===== src/rtl/bht_update_scheduler.sv =====
// Branch history table update scheduler: queues ROB branch outcomes and issues one saturating
// 2-bit counter write per cycle with forwarding; sweeps the table to INIT_VAL after reset/clear.
// Optional statistics counters are enabled with the BHT_STATS_EN macro.

module bht_update_scheduler #(
  parameter int         IDX_W      = 8,
  parameter int         FIFO_DEPTH = 4,
  parameter logic [1:0] INIT_VAL   = 2'b01
) (
  input  logic             clk,
  input  logic             rst,
  input  logic             ena_from_rob,
  input  logic             hit_from_rob,
  input  logic [31:0]      pc_from_rob,
  output logic             rdy_to_rob,
  input  logic             clear_req,
  output logic [IDX_W-1:0] rd_idx,
  input  logic [1:0]       rd_val,
  output logic             wr_en,
  output logic [IDX_W-1:0] wr_idx,
  output logic [1:0]       wr_val,
  output logic             busy,
  output logic [15:0]      stat_upd,
  output logic [15:0]      stat_drop
);

  localparam int               PTR_W      = (FIFO_DEPTH > 1) ? $clog2(FIFO_DEPTH) : 1;
  localparam logic [PTR_W:0]   DEPTH_C    = (PTR_W+1)'(FIFO_DEPTH);
  localparam logic [IDX_W-1:0] SWEEP_LAST = {IDX_W{1'b1}};

  typedef enum logic {S_CLEAR, S_RUN} state_t;

  state_t           state, state_nxt;
  logic [IDX_W-1:0] sweep_cnt, sweep_nxt;
  logic [IDX_W-1:0] q_idx [FIFO_DEPTH];
  logic             q_hit [FIFO_DEPTH];
  logic [PTR_W-1:0] head_ptr, tail_ptr;
  logic [PTR_W:0]   count;
  logic             wr_en_nxt;
  logic [IDX_W-1:0] wr_idx_nxt;
  logic [1:0]       wr_val_nxt;
  logic             run_ok, push, pop, drop, head_hit;
  logic [1:0]       src_val, new_val;
  logic             unused_pc_bits;

  assign unused_pc_bits = ^{pc_from_rob[31:IDX_W+2], pc_from_rob[1:0]};
  assign rdy_to_rob     = (count < DEPTH_C);
  assign rd_idx         = q_idx[head_ptr];
  assign head_hit       = q_hit[head_ptr];
  assign busy           = (state == S_CLEAR);

  // The table read is one write behind, so an in-flight write to the same entry takes priority.
  always_comb begin
    src_val = rd_val;
    if (wr_en && (wr_idx == rd_idx)) begin
      src_val = wr_val;
    end
    new_val = src_val;
    if (head_hit) begin
      if (src_val != 2'b11) begin
        new_val = src_val + 2'b01;
      end
    end else begin
      if (src_val != 2'b00) begin
        new_val = src_val - 2'b01;
      end
    end
  end

  always_comb begin
    run_ok = (state == S_RUN) && !clear_req;
    push   = run_ok && ena_from_rob && rdy_to_rob;
    pop    = run_ok && (count != '0);
    drop   = run_ok && ena_from_rob && !rdy_to_rob;
  end

  always_ff @(posedge clk or negedge rst) begin
    if (!rst) begin
      for (int i = 0; i < FIFO_DEPTH; i++) begin
        q_idx[i] <= '0;
        q_hit[i] <= 1'b0;
      end
    end else if (push) begin
      q_idx[tail_ptr] <= pc_from_rob[IDX_W+1:2];
      q_hit[tail_ptr] <= hit_from_rob;
    end
  end

  always_ff @(posedge clk or negedge rst) begin
    if (!rst) begin
      head_ptr <= '0;
      tail_ptr <= '0;
      count    <= '0;
    end else if (clear_req) begin
      head_ptr <= '0;
      tail_ptr <= '0;
      count    <= '0;
    end else begin
      if (push) begin
        tail_ptr <= tail_ptr + PTR_W'(1);
      end
      if (pop) begin
        head_ptr <= head_ptr + PTR_W'(1);
      end
      if (push && !pop) begin
        count <= count + (PTR_W+1)'(1);
      end else if (pop && !push) begin
        count <= count - (PTR_W+1)'(1);
      end
    end
  end

  // A clear request always drops the next write slot and restarts the sweep from index 0.
  always_comb begin
    state_nxt  = state;
    sweep_nxt  = sweep_cnt;
    wr_en_nxt  = 1'b0;
    wr_idx_nxt = wr_idx;
    wr_val_nxt = wr_val;
    case (state)
      S_CLEAR: begin
        if (clear_req) begin
          sweep_nxt = '0;
        end else begin
          wr_en_nxt  = 1'b1;
          wr_idx_nxt = sweep_cnt;
          wr_val_nxt = INIT_VAL;
          sweep_nxt  = sweep_cnt + IDX_W'(1);
          if (sweep_cnt == SWEEP_LAST) begin
            state_nxt = S_RUN;
          end
        end
      end
      S_RUN: begin
        if (clear_req) begin
          state_nxt = S_CLEAR;
          sweep_nxt = '0;
        end else if (pop) begin
          wr_en_nxt  = 1'b1;
          wr_idx_nxt = rd_idx;
          wr_val_nxt = new_val;
        end
      end
      default: begin
        state_nxt = S_CLEAR;
        sweep_nxt = '0;
      end
    endcase
  end

  always_ff @(posedge clk or negedge rst) begin
    if (!rst) begin
      state     <= S_CLEAR;
      sweep_cnt <= '0;
      wr_en     <= 1'b0;
      wr_idx    <= '0;
      wr_val    <= 2'b00;
    end else begin
      state     <= state_nxt;
      sweep_cnt <= sweep_nxt;
      wr_en     <= wr_en_nxt;
      wr_idx    <= wr_idx_nxt;
      wr_val    <= wr_val_nxt;
    end
  end

`ifdef BHT_STATS_EN
  always_ff @(posedge clk or negedge rst) begin
    if (!rst) begin
      stat_upd  <= '0;
      stat_drop <= '0;
    end else if (clear_req) begin
      stat_upd  <= '0;
      stat_drop <= '0;
    end else begin
      if (pop && (stat_upd != 16'hFFFF)) begin
        stat_upd <= stat_upd + 16'd1;
      end
      if (drop && (stat_drop != 16'hFFFF)) begin
        stat_drop <= stat_drop + 16'd1;
      end
    end
  end
`else
  logic unused_drop;
  assign unused_drop = drop;
  assign stat_upd    = 16'd0;
  assign stat_drop   = 16'd0;
`endif

endmodule


===== config.mk =====
export PLATFORM = sky130hd
export DESIGN_NAME = bht_update_scheduler
export DESIGN_NICKNAME = d
export VERILOG_FILES = /design/src/rtl/bht_update_scheduler.sv
export SDC_FILE = /design/constraint.sdc
export NUM_CORES = 1
export LEC_CHECK = 0
export CAP_MARGIN = 0
export CELL_PAD_IN_SITES_DETAIL_PLACEMENT = 0
export CELL_PAD_IN_SITES_GLOBAL_PLACEMENT = 1
export CORE_AREA = 2 2 125 79
export CTS_BUF_LIST = sky130_fd_sc_hd__clkbuf_16
export DETAILED_ROUTE_END_ITERATION = 6
export DIE_AREA = 0 0 127 81
export PLACE_DENSITY = 0.85
export SETUP_SLACK_MARGIN = 0.3
export SYNTH_ARGS = -nofsm -noshare
export SYNTH_HDL_FRONTEND = slang
export SYNTH_SLANG_ARGS = --single-unit

===== constraint.sdc =====
create_clock -name clk -period 2.05 [get_ports clk]
set_input_delay 0.41 -clock clk [delete_from_list [all_inputs] [get_ports clk]]
set_output_delay 0.41 -clock clk [all_outputs]
set_load 0.02 [all_outputs]

==> run_results.csv <==
group,metric,value,unit
status,status,"finished with violations",
status,violations,"negative setup slack",
synthesis,synth_area_leaders,"dfrtp_1, mux2_2, buf_4, mux4_1, mux2i_1",
placement,io_buffers,35,
power_and_ir_drop,p_total,3.07,mW
floorplan,dieHeight,81,µm
clock_network,cts_root_buffer,"clkbuf_16",
critical_path,end_kind,"output port",
placement,dp_hpwl,5260,µm
sta,hold_violations,0,
clock_network,clk_path_buf_depth,2,
placement,place_ws,-200,ps
synthesis,yosysSeqAreaShare,46.5,%
sta,fin_setup_tns,-803,ps
synthesis,synth_edf_count,0,
floorplan,start_util,36.3,%
power_and_ir_drop,p_per_area,702,nW/µm²
finish,area_delta_synth_final,29.0,%
critical_path,cp_max_fo,5,
synthesis,async_reset_ff_share,100,%
routing,viasPerCell,4.97,
min_path,hold_path_class,"in2async",
clock_network,clock-sinks,63,
clock_network,cts_htree_levels,3,
power_and_ir_drop,p_leak,2.01,nW
finish,diodes,0,
finish,layout_commonest_cell,"dfrtp_1",
clock_network,cts.clk_slew.worst_paths,50,ps
synthesis,synth_warnings,0,
synthesis,synth_area,3390,µm²
sta,timing.final.ws_setup,-137,ps
synthesis,syn_inst,284,
synthesis,yosysUniqueCellTypes,42,
critical_path,worstSetupStartpointType,"register",
grt,grt_first_pass_wirelength,11700,µm
routing,vias,2371,
synthesis,yosys.area.top_type_share,46.5,%
sta,rsz0062_at_grt,"yes",
routing,dr_wl_met3,369,µm
routing,first_pass_iters,4,
clock_network,clk_latency,330,ps
floorplan,ios,92,
sta,period_minus_slack,2190,ps
sta,setup_viol,8,
grt,antenna_found_initial,0,
grt,grt_max_degree,64,
floorplan,core,9320,µm²
power_and_ir_drop,ir_worst_vdd,0.386,mV
floorplan,num_rows,28,
routing,wl_met1,3730,µm
routing,wl_met2,3240,µm
critical_path,critical_path_class,"reg2out",
routing,drc_errors,0,
clock_network,cts_hold_buffers,0,
floorplan,die_area,10300,µm²
grt,overflow,0,
routing,drtIter0Drc,128,
critical_path,worstPathRequired,1640,ps
grt,grt_usage,14.9,%
routing,ant_nets,0,
clock_network,cts_buffers,9,
synthesis,synth-seq-cells,63,
synthesis,avgSynthCellArea,11.9,µm²
sta,fin_skew,6.44,ps
synthesis,yosys_most_used_dff,"dfrtp_1",
clock_network,cts_tree,"built",
flow_run,drv_cap,0,
finish,final_cell_mix,"dfrtp_1, mux2_2, conb_1, nor2_1, buf_4",
critical_path,cp.arrival,1780,ps
routing,wl_per_cell,15.5,µm
sta,min_period_over_period,107,%
sta,fmaxAchievable,457,MHz
floorplan,die_x,127,µm
routing,drt_wl_total,7390,µm
finish,drive_above_1_share,30.5,%
placement,place_congestion,0.837,
grt,grt_pass1_vias,2190,
sta,slew_violations,0,
finish,final_core_util,46.9,%
routing,top_layer,"met4",
synthesis,synth.largest_area_cell,"dfrtp_1",
finish,nNetsFinal,396,
## where the power goes
part	total [mW]	internal, mW	switching (mW)	leakage, nW
Sequential	1.31	1.27	0.0314	0.852
Combinational	0.302	0.115	0.187	1.01
Clock	1.46	0.930	0.530	0.144
## worst paths after layout
path                                          from                      end  slack, ps  cells past startpoint
hold / removal                                 rst    q_idx[11]$_DFFE_PN0P_         80                      2
setup / recovery           head_ptr[0]$_DFFE_PN0P_                rd_idx[5]       -140                      4
hold reg to reg              q_idx[10]$_DFFE_PN0P_    q_idx[10]$_DFFE_PN0P_        500                      1
max in group asynchronous                      rst  head_ptr[0]$_DFFE_PN0P_       1680                      2
min in group clk             q_idx[10]$_DFFE_PN0P_    q_idx[10]$_DFFE_PN0P_        500                      1
setup reg to reg           head_ptr[0]$_DFFE_PN0P_    wr_val[0]$_DFFE_PN0P_       -130                      6
## repair_timing
| item | 4_1_cts | 5_1_grt |
|---|---|---|
| buffers inserted | 2 | 7 |
| pin swaps | 1 | 3 |
| resized for setup | 70 | 13 |
| endpoints found under the setup margin | 23 | 46 |
## state kept, by name (all words and copies together), names as in the netlist
name,cells
count,3
head_ptr,2
q_hit,4
q_idx,32
state,1
sweep_cnt,8
tail_ptr,2
wr_en,1
wr_idx,8
wr_val,2
## per-stage QoR
stage,std cells,hold WS (ps),instance area [µm²]
3_5_place_dp,452,449,3920
6_report,477,84.6,4370
4_1_cts,470,97.7,4240
5_1_grt,477,93.5,4370
2_1_floorplan,315,114,3500
3_3_place_gp,452,443,3920
## cell type report
type	count	area (µm²)
Clock buffer	9	225
Multi-Input combinational cell	207	1660
Tap cell	120	150
Sequential cell	63	1580
Timing Repair Buffer	66	671
Clock inverter	7	66.3
Inverter	5	18.8
Fill cell	844	4950
## cell usage after synthesis (2+ instances only)
master,number
clkbuf_1,3
nand2b_1,3
xor2_1,8
inv_1,4
buf_6,2
xnor2_1,10
nand3_1,4
buf_4,32
ha_1,5
or3_1,2
a21oi_1,14
nor2_1,24
dfrtp_1,63
mux2i_1,14
nor2b_1,2
buf_1,2
o21ai_0,3
nand3b_1,3
mux4_1,6
nand2_1,13
mux4_2,2
nand4_1,4
mux2_2,36
a22oi_1,3
nor3_1,5
## critical path, cell delays in order (launching register included)
cell and delay, ps:
dfrtp_2 460, buf_6 130, mux4_2 550, buf_4 160, buf_2 150
## kinds of logic (layout without fill, tap and decap cells)
kind of cell	after synthesis	after routing	share of synthesized area, %
flip-flops	63	63	46.5
AO/OA/AOI/OAI	30	30	6.24
AND/OR/NAND/NOR	64	64	9.05
multiplexers	58	58	22.1
other	1	32	0.111
buffers and inverters	45	87	9.46
XOR/XNOR	18	18	4.65
adder cells (fa/ha/maj)	5	5	1.85
## layer usage
layer  vias up  GRT usage (%)
met5         -              0
met4         0           3.63
met3         6           4.68
met2        82           21.0
met1      1198           22.2
li1       1085              -
No activity file was read; power rests on OpenSTA's default activity.
